<file path="src/rtl/apb_master_bridge.sv">
`default_nettype none
// ============================================================================
// Module      : apb_master_bridge
// Description : Single-outstanding request/response to APB3 requester.
//               Decodes the request address onto one of four slaves, runs
//               the SETUP/ACCESS handshake, muxes the selected slave's
//               PRDATA/PREADY and returns read data or an error. A bounded
//               ACCESS phase keeps a stuck slave from hanging the requester.
//
// Ports       : PCLK, PRESET                  clock, async active-high reset
//               req_valid/write/addr/wdata    request from the CPU side
//               req_ready                     high while idle (accept edge)
//               rsp_valid/rdata/err           one-cycle response pulse
//               PADDR/PWRITE/PWDATA           APB request fields
//               PSEL[3:0], PENABLE            APB select (one-hot) / enable
//               PRDATA0..3, PREADY0..3        per-slave return path
//
// Revision    : 1.0 - initial release
// ============================================================================
module apb_master_bridge #(
    parameter logic [15:0] BASE_HI = 16'h1000,
    parameter int unsigned TIMEOUT = 16
) (
    input  logic        PCLK,
    input  logic        PRESET,
    input  logic        req_valid,
    input  logic        req_write,
    input  logic [31:0] req_addr,
    input  logic [31:0] req_wdata,
    output logic        req_ready,
    output logic        rsp_valid,
    output logic [31:0] rsp_rdata,
    output logic        rsp_err,
    output logic [31:0] PADDR,
    output logic        PWRITE,
    output logic [31:0] PWDATA,
    output logic [3:0]  PSEL,
    output logic        PENABLE,
    input  logic [31:0] PRDATA0,
    input  logic [31:0] PRDATA1,
    input  logic [31:0] PRDATA2,
    input  logic [31:0] PRDATA3,
    input  logic        PREADY0,
    input  logic        PREADY1,
    input  logic        PREADY2,
    input  logic        PREADY3
);

    // Counter holds up to TIMEOUT so the increment on the abort cycle cannot wrap.
    localparam int c_CNT_W = $clog2(TIMEOUT + 1);

    localparam logic [1:0] c_ST_IDLE   = 2'd0;
    localparam logic [1:0] c_ST_SETUP  = 2'd1;
    localparam logic [1:0] c_ST_ACCESS = 2'd2;

    logic [1:0]         r_state;
    logic [1:0]         w_state_nxt;
    logic [1:0]         r_idx;
    logic [c_CNT_W-1:0] r_cnt;

    logic        w_mapped;
    logic        w_accept;
    logic        w_pready_sel;
    logic [31:0] w_prdata_sel;
    logic        w_done;
    logic        w_timeout;

    // ------------------------------------------------------------------
    // Request decode
    // ------------------------------------------------------------------
    assign w_mapped  = (req_addr[31:16] == BASE_HI) && (req_addr[15:14] == 2'b00);
    assign req_ready = (r_state == c_ST_IDLE);
    assign w_accept  = req_valid && req_ready;

    // Only the latched slave's return path is ever looked at.
    always_comb begin
        w_pready_sel = 1'b0;
        w_prdata_sel = '0;
        case (r_idx)
            2'd0:    begin w_pready_sel = PREADY0; w_prdata_sel = PRDATA0; end
            2'd1:    begin w_pready_sel = PREADY1; w_prdata_sel = PRDATA1; end
            2'd2:    begin w_pready_sel = PREADY2; w_prdata_sel = PRDATA2; end
            default: begin w_pready_sel = PREADY3; w_prdata_sel = PRDATA3; end
        endcase
    end

    assign w_done    = (r_state == c_ST_ACCESS) && w_pready_sel;
    // A ready on the last allowed cycle wins over the abort.
    assign w_timeout = (r_state == c_ST_ACCESS) && !w_pready_sel &&
                       (r_cnt == c_CNT_W'(TIMEOUT - 1));

    // ------------------------------------------------------------------
    // State machine
    // ------------------------------------------------------------------
    always_ff @(posedge PCLK or posedge PRESET) begin
        if (PRESET) begin
            r_state <= c_ST_IDLE;
        end else begin
            r_state <= w_state_nxt;
        end
    end

    always_comb begin
        w_state_nxt = r_state;
        case (r_state)
            c_ST_IDLE: begin
                // Unmapped requests never leave IDLE; they are answered directly.
                if (w_accept && w_mapped) begin
                    w_state_nxt = c_ST_SETUP;
                end
            end
            c_ST_SETUP: begin
                w_state_nxt = c_ST_ACCESS;
            end
            c_ST_ACCESS: begin
                if (w_done || w_timeout) begin
                    w_state_nxt = c_ST_IDLE;
                end
            end
            default: begin
                w_state_nxt = c_ST_IDLE;
            end
        endcase
    end

    // ------------------------------------------------------------------
    // APB request fields: captured at acceptance, held until the next one
    // ------------------------------------------------------------------
    always_ff @(posedge PCLK or posedge PRESET) begin
        if (PRESET) begin
            PADDR  <= '0;
            PWRITE <= 1'b0;
            PWDATA <= '0;
            r_idx  <= '0;
        end else if (w_accept) begin
            PADDR  <= req_addr;
            PWRITE <= req_write;
            PWDATA <= req_wdata;
            r_idx  <= req_addr[13:12];
        end
    end

    generate
        for (genvar gi = 0; gi < 4; gi++) begin : g_psel
            assign PSEL[gi] = (r_state != c_ST_IDLE) && (r_idx == 2'(gi));
        end
    endgenerate

    assign PENABLE = (r_state == c_ST_ACCESS);

    // ------------------------------------------------------------------
    // ACCESS-phase wait counter
    // ------------------------------------------------------------------
    always_ff @(posedge PCLK or posedge PRESET) begin
        if (PRESET) begin
            r_cnt <= '0;
        end else if (r_state == c_ST_SETUP) begin
            r_cnt <= '0;
        end else if ((r_state == c_ST_ACCESS) && !w_pready_sel) begin
            r_cnt <= r_cnt + c_CNT_W'(1);
        end
    end

    // ------------------------------------------------------------------
    // Response: a one-cycle pulse, data is zero unless a read completed
    // ------------------------------------------------------------------
    always_ff @(posedge PCLK or posedge PRESET) begin
        if (PRESET) begin
            rsp_valid <= 1'b0;
            rsp_err   <= 1'b0;
            rsp_rdata <= '0;
        end else begin
            rsp_valid <= (w_accept && !w_mapped) || w_done || w_timeout;
            rsp_err   <= (w_accept && !w_mapped) || w_timeout;
            rsp_rdata <= (w_done && !PWRITE) ? w_prdata_sel : '0;
        end
    end

endmodule
`default_nettype wire

</file>
<file path="config.mk">
export PLATFORM = sky130hd
export DESIGN_NAME = apb_master_bridge
export DESIGN_NICKNAME = d
export VERILOG_FILES = /design/src/rtl/apb_master_bridge.sv
export SDC_FILE = /design/constraint.sdc
export NUM_CORES = 1
export LEC_CHECK = 0
export CAP_MARGIN = 20
export CORE_AREA = 3 3 118 120
export DETAILED_ROUTE_END_ITERATION = 8
export DIE_AREA = 0 0 121 123
export PLACE_DENSITY = 0.86
export SLEW_MARGIN = 15
export SYNTH_ARGS = -nofsm -noshare
export SYNTH_HDL_FRONTEND = slang
export SYNTH_SLANG_ARGS = --single-unit
</file>
<file path="constraint.sdc">
create_clock -name PCLK -period 7.32 [get_ports PCLK]
set_clock_uncertainty 0.15 [all_clocks]
set_input_delay 1.098 -clock PCLK [delete_from_list [all_inputs] [get_ports PCLK]]
set_output_delay 1.098 -clock PCLK [all_outputs]
set_load 0.03 [all_outputs]
</file>
==> impl_results.md <==
* CTS Root Buffer Type: clkbuf_16
* Worst Hold Class: reg -> reg
* Critical path class: reg -> out
* DR vias at 4270
* Combined flip-flop and latch cell area at 0.00265 sq mm
* Worst hold endpoint: PADDR[0]
* Worst max-slew margin expressed relative to the limit at 40.5%
* Final worst-path cycle share at 46.6%
* Top-level I/O count at 305
* Pwr per Cell Area at 188 mW/mm^2
* DR iter-0 viols at 263
* Number of synthesized register bits at 106
* Sink Count at 106
* Sum Neg Setup Slack at 0 ns
* Buffers from clock root to sink, at most at 2
* Number of input and output port buffers inserted at 304
* Number of setup violations in the final report at 0
* Hold Fails Final Rpt at 0
* Effective utilization at floorplan at 36.2%
* Max Freq at 0.293 GHz
* Cell count after placement at 893
* Aggregate global routing overflow at 0
* Net count after synthesis at 641
* Startpoint of the lowest-slack hold path: PADDR[0]
* Total die area at 0.0149 sq mm
* Clock tree from TritonCTS: done
* Half-perimeter wire length after placement at 12300 um
* Arr. time, crit path at 2.17 ns
* Synth Warn # at 0
* VDD IR-drop max at 113 uV
* Actual transition at the worst max-transition pin at 0.892 ns
* Clock transition at the registers of the reported paths at 0.07 ns
* Skew-Pair Late Insertion Delay at 0.34 ns
* Average cell area after synthesis at 10.8 sq um
* GRT Overall Usage at 20.0%
* Worst reg2reg endpoint: r_cnt[2]
* Hold buffers post-CTS at 0
* Type of origin of the critical path: flop
* Footprint of the multi-input gates at 0.00194 sq mm
* Post-CTS Resized at 0
* Dpl ws at 4.08 ns
* Number of buffers created by CTS at 9
* Fraction of layout cells with a size suffix above 1 at 7.50%
* Worst R2R Path Depth at 4
* Number of H-tree levels at 3
* Horizontal die dimension at 121 um
* Worst hold-check slack at 0.324 ns
* Worst-path maximum fanout at 7
* Number of buffers inserted by post-CTS setup repair at 0
* Global-route wire length before repair at 23100 um
* Post-synthesis cell count at 439
* Number of antenna violations at the first check in global routing at 0
* Sequential-to-total area share from yosys stat at 56.1%
* Layout Cell Area excl Fill at 0.00821 sq mm
* WL/cell at 16.7 um
* Filler Cells Inserted at 1007
* Register-to-register setup slack at 4.67 ns
* Final layout net count at 930
* Count of antenna diodes in the layout at 0
* Final Max Tran Viols at 0
* Number of stages on the worst hold path at 2
* # Max-Cap Violations at 0
* Async S/R FF share, synth at 100%
* Count of flip-flops with a built-in enable after synthesis at 0
* Worst Setup Slack, final at 3.91 ns
* Worst Setup End Kind: output port
* Number of standard cells in the layout, taps in and fillers out at 909
* Via count of the first global-routing pass at 4595
* # DRC at 0
* Placed instance area at 0.00789 sq mm
* Final Routed Wirelength at 15200 um
* Largest net degree at the start of global routing at 74
* Standby leakage power at 3.76 nW
* Run status: completed
* CORE AREA at 0.0131 sq mm
* Period minus WS final at 3.41 ns
* Final Wtd Congestion at 0.919
* Area delta synth->final at 73.5%
* Reg-to-Reg Start: PADDR[12]
* Number of detailed-routing iterations run before antenna repair at 4
* Critical Path RT at 6.07 ns
* Via-to-Cell Ratio at 4.70
* Synth cell types at 29
* Number of routed nets with antenna violations at 0
* Row count at 42
* Setup repair after global routing missed its margin: false
* Die height at 123 um
* Primary FF master, synth: dfrtp_1
* Post-synthesis instance area at 0.00473 sq mm
cells in the final DEF (no fill, tap or decap), types with 2 or more instances in the layout:
master           synthesis  layout
o22ai_1                  2       2
nor2_1                   3       2
clkbuf_1                17       2
bufinv_16                0       2
nor3_1                   2       2
nor3b_1                  2       2
mux4_2                  33      33
clkinv_2                 0       2
o21ai_1                  4       4
nand3_1                  5       5
clkdlybuf4s50_1          0     304
nand2_1                196     195
buf_4                    3       3
inv_1                    5       4
ha_1                     2       2
dfrtp_1                106     105
nand2b_1                 4       4
nor4_1                   2       2
and3_1                  33      33
clkbuf_16                0       9
how the worst max path moves through the flow:
stage | start | end | slack [ns] | cells after the start
2_1_floorplan | PRESET | PADDR[0] | 3.28 | 1
3_3_place_gp | PREADY1 | r_cnt[2] | 4.14 | 4
3_5_place_dp | PREADY1 | r_cnt[2] | 4.08 | 4
4_1_cts | PADDR[12] | PSEL[1] | 3.85 | 3
5_1_grt | PADDR[12] | PSEL[1] | 3.73 | 3
6_report | r_state[1] | PSEL[3] | 3.91 | 3
Yosys cell counts (all sizes together), types with 2 or more instances:
master / count / area, sq um
nand3: 5 / 25.0
o22ai: 2 / 12.5
clkbuf: 17 / 63.8
nor3: 2 / 10.0
nand2: 196 / 736
nor4: 2 / 12.5
dfrtp: 106 / 2650
and2: 2 / 12.5
nor3b: 2 / 15.0
ha: 2 / 25.0
inv: 5 / 18.8
and3: 33 / 206
mux4: 33 / 743
nor2: 3 / 11.3
buf: 12 / 72.6
nand2b: 4 / 25.0
o21ai: 4 / 20.0
final cells by class:
class / instances / share of cell area (%)
well taps: 176 / 2.68
inverters: 5 / 0.259
multi-input cells: 299 / 23.6
clock buffers: 11 / 2.83
flip-flops and latches: 106 / 32.3
clock inverters: 5 / 0.960
repair buffers: 307 / 37.3
layer usage:
metal	global-route usage [%]	wire, um	share of wire, %
met1	22.2	5460	36
met5	0	0	0
met3	4.07	989	6.5
met4	7.86	476	3.1
met2	37.4	8260	54
power breakdown:
group	leakage [nW]	total [W]	internal, W	switching, W
Clock	0.154	0.000502	0.000300	0.000202
Sequential	1.35	0.000649	0.000625	0.0000234
Combinational	2.26	0.000393	0.000212	0.000181
flip-flops by register name (all words and copies together) (netlist names):
signal	cells
PADDR	32
rsp_rdata	32
PWRITE	1
r_state	2
rsp_valid	1
PWDATA	32
r_cnt	5
rsp_err	1
stage by stage:
stage / power, W / util [%]
detailed placement: 0.00106 / 60.3
global placement: 0.00104 / 60.3
floorplan: 0.000849 / -
CTS: 0.00156 / 62.7
finish: 0.00154 / 62.7
global route: 0.00162 / 62.7
critical path, stage by stage (launching register included):
cell and delay [ns]:
dfrtp_1 0.40, nor2_1 0.59, and3b_1 0.25, clkdlybuf4s50_1 0.59
logic make-up (layout without fill, tap and decap cells):
kind of cell / Yosys count / count (layout) / share of synthesized area (%)
XOR/XNOR: 1 / 1 / 0.185
buffers and inverters: 34 / 328 / 3.28
AO/OA/AOI/OAI: 9 / 9 / 1.14
AND/OR/NAND/NOR: 254 / 254 / 23.1
flip-flops: 106 / 106 / 56.1
adder cells (fa/ha/maj): 2 / 2 / 0.529
multiplexers: 33 / 33 / 15.7
Note: power is estimated with default switching activity, not from simulation.
